**config.mk**
```make
export PLATFORM = sky130hd
export DESIGN_NAME = md5_crack_ctrl
export DESIGN_NICKNAME = d
export VERILOG_FILES = /design/src/rtl/md5_crack_ctrl.sv
export SDC_FILE = /design/constraint.sdc
export NUM_CORES = 1
export LEC_CHECK = 0
export ABC_CLOCK_PERIOD_IN_PS = 11900
export BUFFER_PORTS_ARGS = -buffer_cell sky130_fd_sc_hd__buf_2
export CORE_AREA = 3 3 349 351
export DETAILED_ROUTE_END_ITERATION = 7
export DIE_AREA = 0 0 352 354
export PLACE_DENSITY_LB_ADDON = 0.12
export SLEW_MARGIN = 10
export SYNTH_ARGS = -nofsm -noshare
export SYNTH_HDL_FRONTEND = slang
export SYNTH_SLANG_ARGS = --single-unit
```
**constraint.sdc**
```tcl
create_clock -name clk -period 11.9 [get_ports clk]
set_input_delay 0.595 -clock clk [delete_from_list [all_inputs] [get_ports clk]]
set_output_delay 0.595 -clock clk [all_outputs]
set_load 0.05 [all_outputs]
```
**src/rtl/md5_crack_ctrl.sv**
```systemverilog
// Brute-force controller for a single md5 core: enumerates lowercase candidates
// in order of increasing length and stops at the first digest equal to the target.
module md5_crack_ctrl #(
    parameter int         MAX_LEN = 4,
    parameter logic [7:0] CHAR_LO = 8'h61,
    parameter logic [7:0] CHAR_HI = 8'h7a
) (
    input  logic                 clk,
    input  logic                 reset,
    input  logic                 go,
    input  logic [127:0]         target_digest,
    output logic [0:511]         md5_message,
    output logic [63:0]          md5_message_len,
    output logic                 md5_start,
    input  logic [127:0]         md5_digest,
    input  logic                 md5_ready,
    output logic                 busy,
    output logic                 done,
    output logic                 found,
    output logic [8*MAX_LEN-1:0] result_message,
    output logic [3:0]           result_len,
    output logic [31:0]          attempts,
    output logic [2:0]           dbg_state
);

    // Core handshake: md5_start is a one-cycle pulse; the core drops md5_ready after
    // accepting it and raises it (level) when md5_digest is valid for that message.
    typedef enum logic [2:0] {
        S_IDLE      = 3'd0,
        S_START     = 3'd1,
        S_WAIT_LOW  = 3'd2,
        S_WAIT_HIGH = 3'd3,
        S_FOUND     = 3'd4,
        S_EXHAUSTED = 3'd5
    } state_t;

    state_t               state;
    logic [127:0]         target_q;
    logic [8*MAX_LEN-1:0] cand_q;
    logic [3:0]           len_q;

    logic [8*MAX_LEN-1:0] next_cand;
    logic [3:0]           next_len;
    logic                 carry;
    logic                 exhausted;

    // Candidate is kept right-justified with zeros above its length, so it maps
    // straight onto the low end of the message block.
    assign md5_message     = {{(512 - 8*MAX_LEN){1'b0}}, cand_q};
    assign md5_message_len = {57'd0, len_q, 3'd0};
    assign dbg_state       = state;

    // Odometer: rightmost character is least significant.
    always_comb begin
        next_cand = cand_q;
        next_len  = len_q;
        carry     = 1'b1;
        exhausted = 1'b0;
        for (int i = 0; i < MAX_LEN; i++) begin
            if (carry && (4'(i) < len_q)) begin
                if (cand_q[8*i +: 8] == CHAR_HI) begin
                    next_cand[8*i +: 8] = CHAR_LO;
                end else begin
                    next_cand[8*i +: 8] = cand_q[8*i +: 8] + 8'd1;
                    carry               = 1'b0;
                end
            end
        end
        if (carry) begin
            if (len_q >= 4'(MAX_LEN)) begin
                exhausted = 1'b1;
            end else begin
                next_len = len_q + 4'd1;
                for (int i = 0; i < MAX_LEN; i++) begin
                    next_cand[8*i +: 8] = (4'(i) < next_len) ? CHAR_LO : 8'h00;
                end
            end
        end
    end

    always_ff @(posedge clk or posedge reset) begin
        if (reset) begin
            state          <= S_IDLE;
            target_q       <= '0;
            cand_q         <= '0;
            len_q          <= '0;
            md5_start      <= 1'b0;
            busy           <= 1'b0;
            done           <= 1'b0;
            found          <= 1'b0;
            result_message <= '0;
            result_len     <= '0;
            attempts       <= '0;
        end else begin
            case (state)
                S_IDLE, S_FOUND, S_EXHAUSTED: begin
                    if (go) begin
                        target_q  <= target_digest;
                        cand_q    <= {{(8*MAX_LEN - 8){1'b0}}, CHAR_LO};
                        len_q     <= 4'd1;
                        attempts  <= '0;
                        done      <= 1'b0;
                        found     <= 1'b0;
                        busy      <= 1'b1;
                        md5_start <= 1'b1;
                        state     <= S_START;
                    end
                end
                S_START: begin
                    md5_start <= 1'b0;
                    state     <= S_WAIT_LOW;
                end
                S_WAIT_LOW: begin
                    if (!md5_ready) state <= S_WAIT_HIGH;
                end
                S_WAIT_HIGH: begin
                    if (md5_ready) begin
                        if (attempts != 32'hFFFF_FFFF) attempts <= attempts + 32'd1;
                        if (md5_digest == target_q) begin
                            result_message <= cand_q;
                            result_len     <= len_q;
                            found          <= 1'b1;
                            done           <= 1'b1;
                            busy           <= 1'b0;
                            state          <= S_FOUND;
                        end else if (exhausted) begin
                            done  <= 1'b1;
                            busy  <= 1'b0;
                            state <= S_EXHAUSTED;
                        end else begin
                            cand_q    <= next_cand;
                            len_q     <= next_len;
                            md5_start <= 1'b1;
                            state     <= S_START;
                        end
                    end
                end
                default: begin
                    state     <= S_IDLE;
                    busy      <= 1'b0;
                    md5_start <= 1'b0;
                end
            endcase
        end
    end

endmodule

```
==> results.toml <==
[logic_synthesis]
synth_warnings = 0
synth.largest_area_cell = "dfrtp_1"
synthFlopType = "dfrtp_1"
synthSimpleGateAreaFrac = 0.173
synth-async-reset-ratio = 1.00
synth_top_area_frac = 0.377
synth_xor_area_frac = 0.0790
synth_compound_area_frac = 0.0599
synthMuxAreaShare = 0.0262
yosysMostFrequentCell = "buf_4"
synthAdderAreaFrac = 0.0103
syn_avg_cell_area_um2 = 8.67
syn_inst = 1830
ys_types = 62
synth-edff-count = 0
synthTopCellsByArea = "dfrtp_1 38%, buf_4 26%, nand2_1 9.9%, xnor2_1 6.5%, mux2_2 2.6%"
yosysSeqAreaShare = 0.377
synth_area_mm2 = 0.0159
synth_commonest_cells = "540 x buf_4, 419 x nand2_1, 239 x dfrtp_1"
synth_top_family_by_area = "buffers and inverters"
synth-seq-cells = 239

[critical_path]
worstSetupPathType = "reg -> reg"
cp.required_ns = 12.34
crit_fanout = 37
cpPeakStageDelay_ns = 0.76
startpoint_type = "flop"
worstPathArrival_ns = 4.57
cpMaxStageDelayCell = "nor4_1"
path_delay_family = "simple AND/OR/NAND/NOR gates"
cp_num_buf_inv = 1
crit_chain = "xnor2_1 -> nand4_1 -> nor4_1 -> nand4_1 -> or4_1 -> nor2_4 -> buf_4 -> mux2_2"
end_kind = "flop"
cpMostUsedCell = "nand4_1"

[route]
vias_per_cell = 3.12
vias = 12056
route.detailed.drc = 0
first_pass_iters = 5
routedWlPerCell_um = 15.6
ant_nets = 0
drtIter0Drc = 465
routed_wl_um = 60500

[placed_design]
dp_slack_ns = 7.13
place.gp.congestion = 0.775
post-dp-hpwl_um = 47400
port_buffers = 370
place_inst = 3777

[clocking]
cts_resized = 0
htree_levels = 2
cts_inserted_buffers = 37
cts_setup_buffers = 0
clockBufferDepth = 3
path_clk_slew_ns = 0.05
hold_buffers = 0
cts.sinks = 239
clkLatencyLatePin_ns = 0.58
root_buffer = "clkbuf_16"
cts_tree = "built"

[floorplan]
rows = 127
io_pins = 911
start_util = 0.133
core_mm2 = 0.119
die-height_um = 354
die_w_um = 352
dieArea_mm2 = 0.125

[sta]
hold_violations = 0
finalMaxSlewViolations = 0
setup_viol = 0
post-route-min-period_ns = 4.13
period_share = 0.347
layout_setup_ws_ns = 7.77
worst_pin_slew_ns = 1.05
max_freq_mhz = 242
final.setup_skew_ns = 0.0275
rsz0062_at_grt = "false"
relSlewSlack = 0.301
fin_setup_tns_ns = 0

[pwr]
internal-power_w = 0.00207
power.density_mw_per_mm2 = 192
power_w = 0.00363
pwr-share-comb = 0.344
power.share.clock = 0.317
seqPwrFrac = 0.340
p_sw_frac = 0.429
p_switching_w = 0.00156
p_leak_nw = 9.55
ir_drop_uv = 74.2

[outcome]
status = "finished, final reports clean"

[grt]
grt_max_degree = 88
grt.met3_usage = 0.0450
grt_pass1_vias = 11800
met2_usage = 0.156
grt_use_met1 = 0.104
grt_pass1_wl_um = 84800
track_usage = 0.0926
grt_busiest_layer = "met2"
grt.overflow.total = 0
antenna_found_initial = 55

[worst_hold_path]
hold_class = "in -> async"

[finish]
n_fill_cell = 13616
final_util = 0.159
layout.cells.non_filler = 3868
nets = 2477
layout-drive-gt1-share = 0.221
area_growth_pct = 19.3

[flow_run]
maxCapViolations = 0
[flip-flops by register name, summed over array words and instances, names as in the netlist]
signal / count
busy: 1
dbg_state: 3
len_q: 4
result_message: 32
md5_start: 1
target_q: 128
cand_q: 32
done: 1
result_len: 4
attempts: 32
found: 1
[per-layer routing]
layer,up-vias,share of wire
met4,50,0.022
met3,109,0.11
met1,5627,0.38
met5,-,0.0055
met2,605,0.48
li1,5665,-
[cell usage in the layout, fill, tap and decap left out, drive strengths merged, types with 4 or more instances in the layout]
cell	n
nand2b	4
o21ai	58
a21oi	40
nand3	29
dfrtp	239
and3	11
xor2	26
buf	381
or4	5
a22o	8
nand4	39
mux2	36
nor3	5
and2	4
a31oi	5
xnor2	117
ha	13
o22ai	5
and4	5
conb	540
o31ai	5
clkbuf	53
nor2	72
o41ai	9
nand2	419
or3	7
clkinv	7
inv	29
diode	27
nor4	19
[power by group through the flow]
| stage | combinational, W | sequential, W | clock [W] |
|---|---|---|---|
| 2_1_floorplan | 0.00107 | 0.00126 | 0 |
| 3_3_place_gp | 0.00127 | 0.00125 | 0 |
| 3_5_place_dp | 0.00128 | 0.00125 | 0 |
| 4_1_cts | 0.00128 | 0.00124 | 0.00122 |
| 5_1_grt | 0.00138 | 0.00126 | 0.00124 |
| 6_report | 0.00125 | 0.00123 | 0.00115 |
[final timing paths]
check / depth (start not counted) / start / slack [ns] / end
worst max-delay path: 8 / target_q[95] / 7.77 / result_message[8]
worst max register to register: 8 / target_q[95] / 7.77 / result_message[8]
worst min-delay path: 2 / reset / 0.09 / result_message[19]
min in group clk: 3 / target_digest[88] / 0.21 / target_q[88]
max in group asynchronous: 3 / reset / 10.45 / target_q[30]
worst min register to register: 2 / target_q[39] / 0.49 / target_q[39]
[worst register-to-register path: cells and delay by family, from the launching register on]
| family | cells | cell delay (ns) |
|---|---|---|
| DFF | 1 | 0.38 |
| xor gates and xnor gates | 1 | 0.49 |
| muxes | 1 | 0.44 |
| buffers and inverters | 1 | 0.48 |
| and+or+nand+nor | 5 | 2.20 |
[per-stage QoR]
step,cell area (um^2),hold slack [ns]
after floorplan,17900,0.466
after global placement,17600,0.478
after detailed placement,17600,0.484
after CTS,18900,0.0710
after global routing,18900,0.0950
final,18900,0.0882
[cells by family (layout without fill, tap and decap cells)]
logic type	after synthesis	after routing
AOI/OAI and AO/OA	153	153
xor gates and xnor gates	143	143
adders and majority gates	13	13
buffers and inverters	613	473
DFF	239	239
muxes	37	37
other	1	567
and+or+nand+nor	631	631
[area by class of cell]
cell class | instances | area (um^2) | share of cell area
multi-input cells | 1517 | 7570 | 0.400
inverters | 28 | 113 | 0.00595
clock inverters | 11 | 160 | 0.00846
flip-flops and latches | 239 | 5980 | 0.316
clock buffers | 53 | 1080 | 0.0569
well taps | 1612 | 2020 | 0.107
diodes | 27 | 67.6 | 0.00357
repair buffers | 381 | 1930 | 0.102
(Power assumes the default switching activity.)
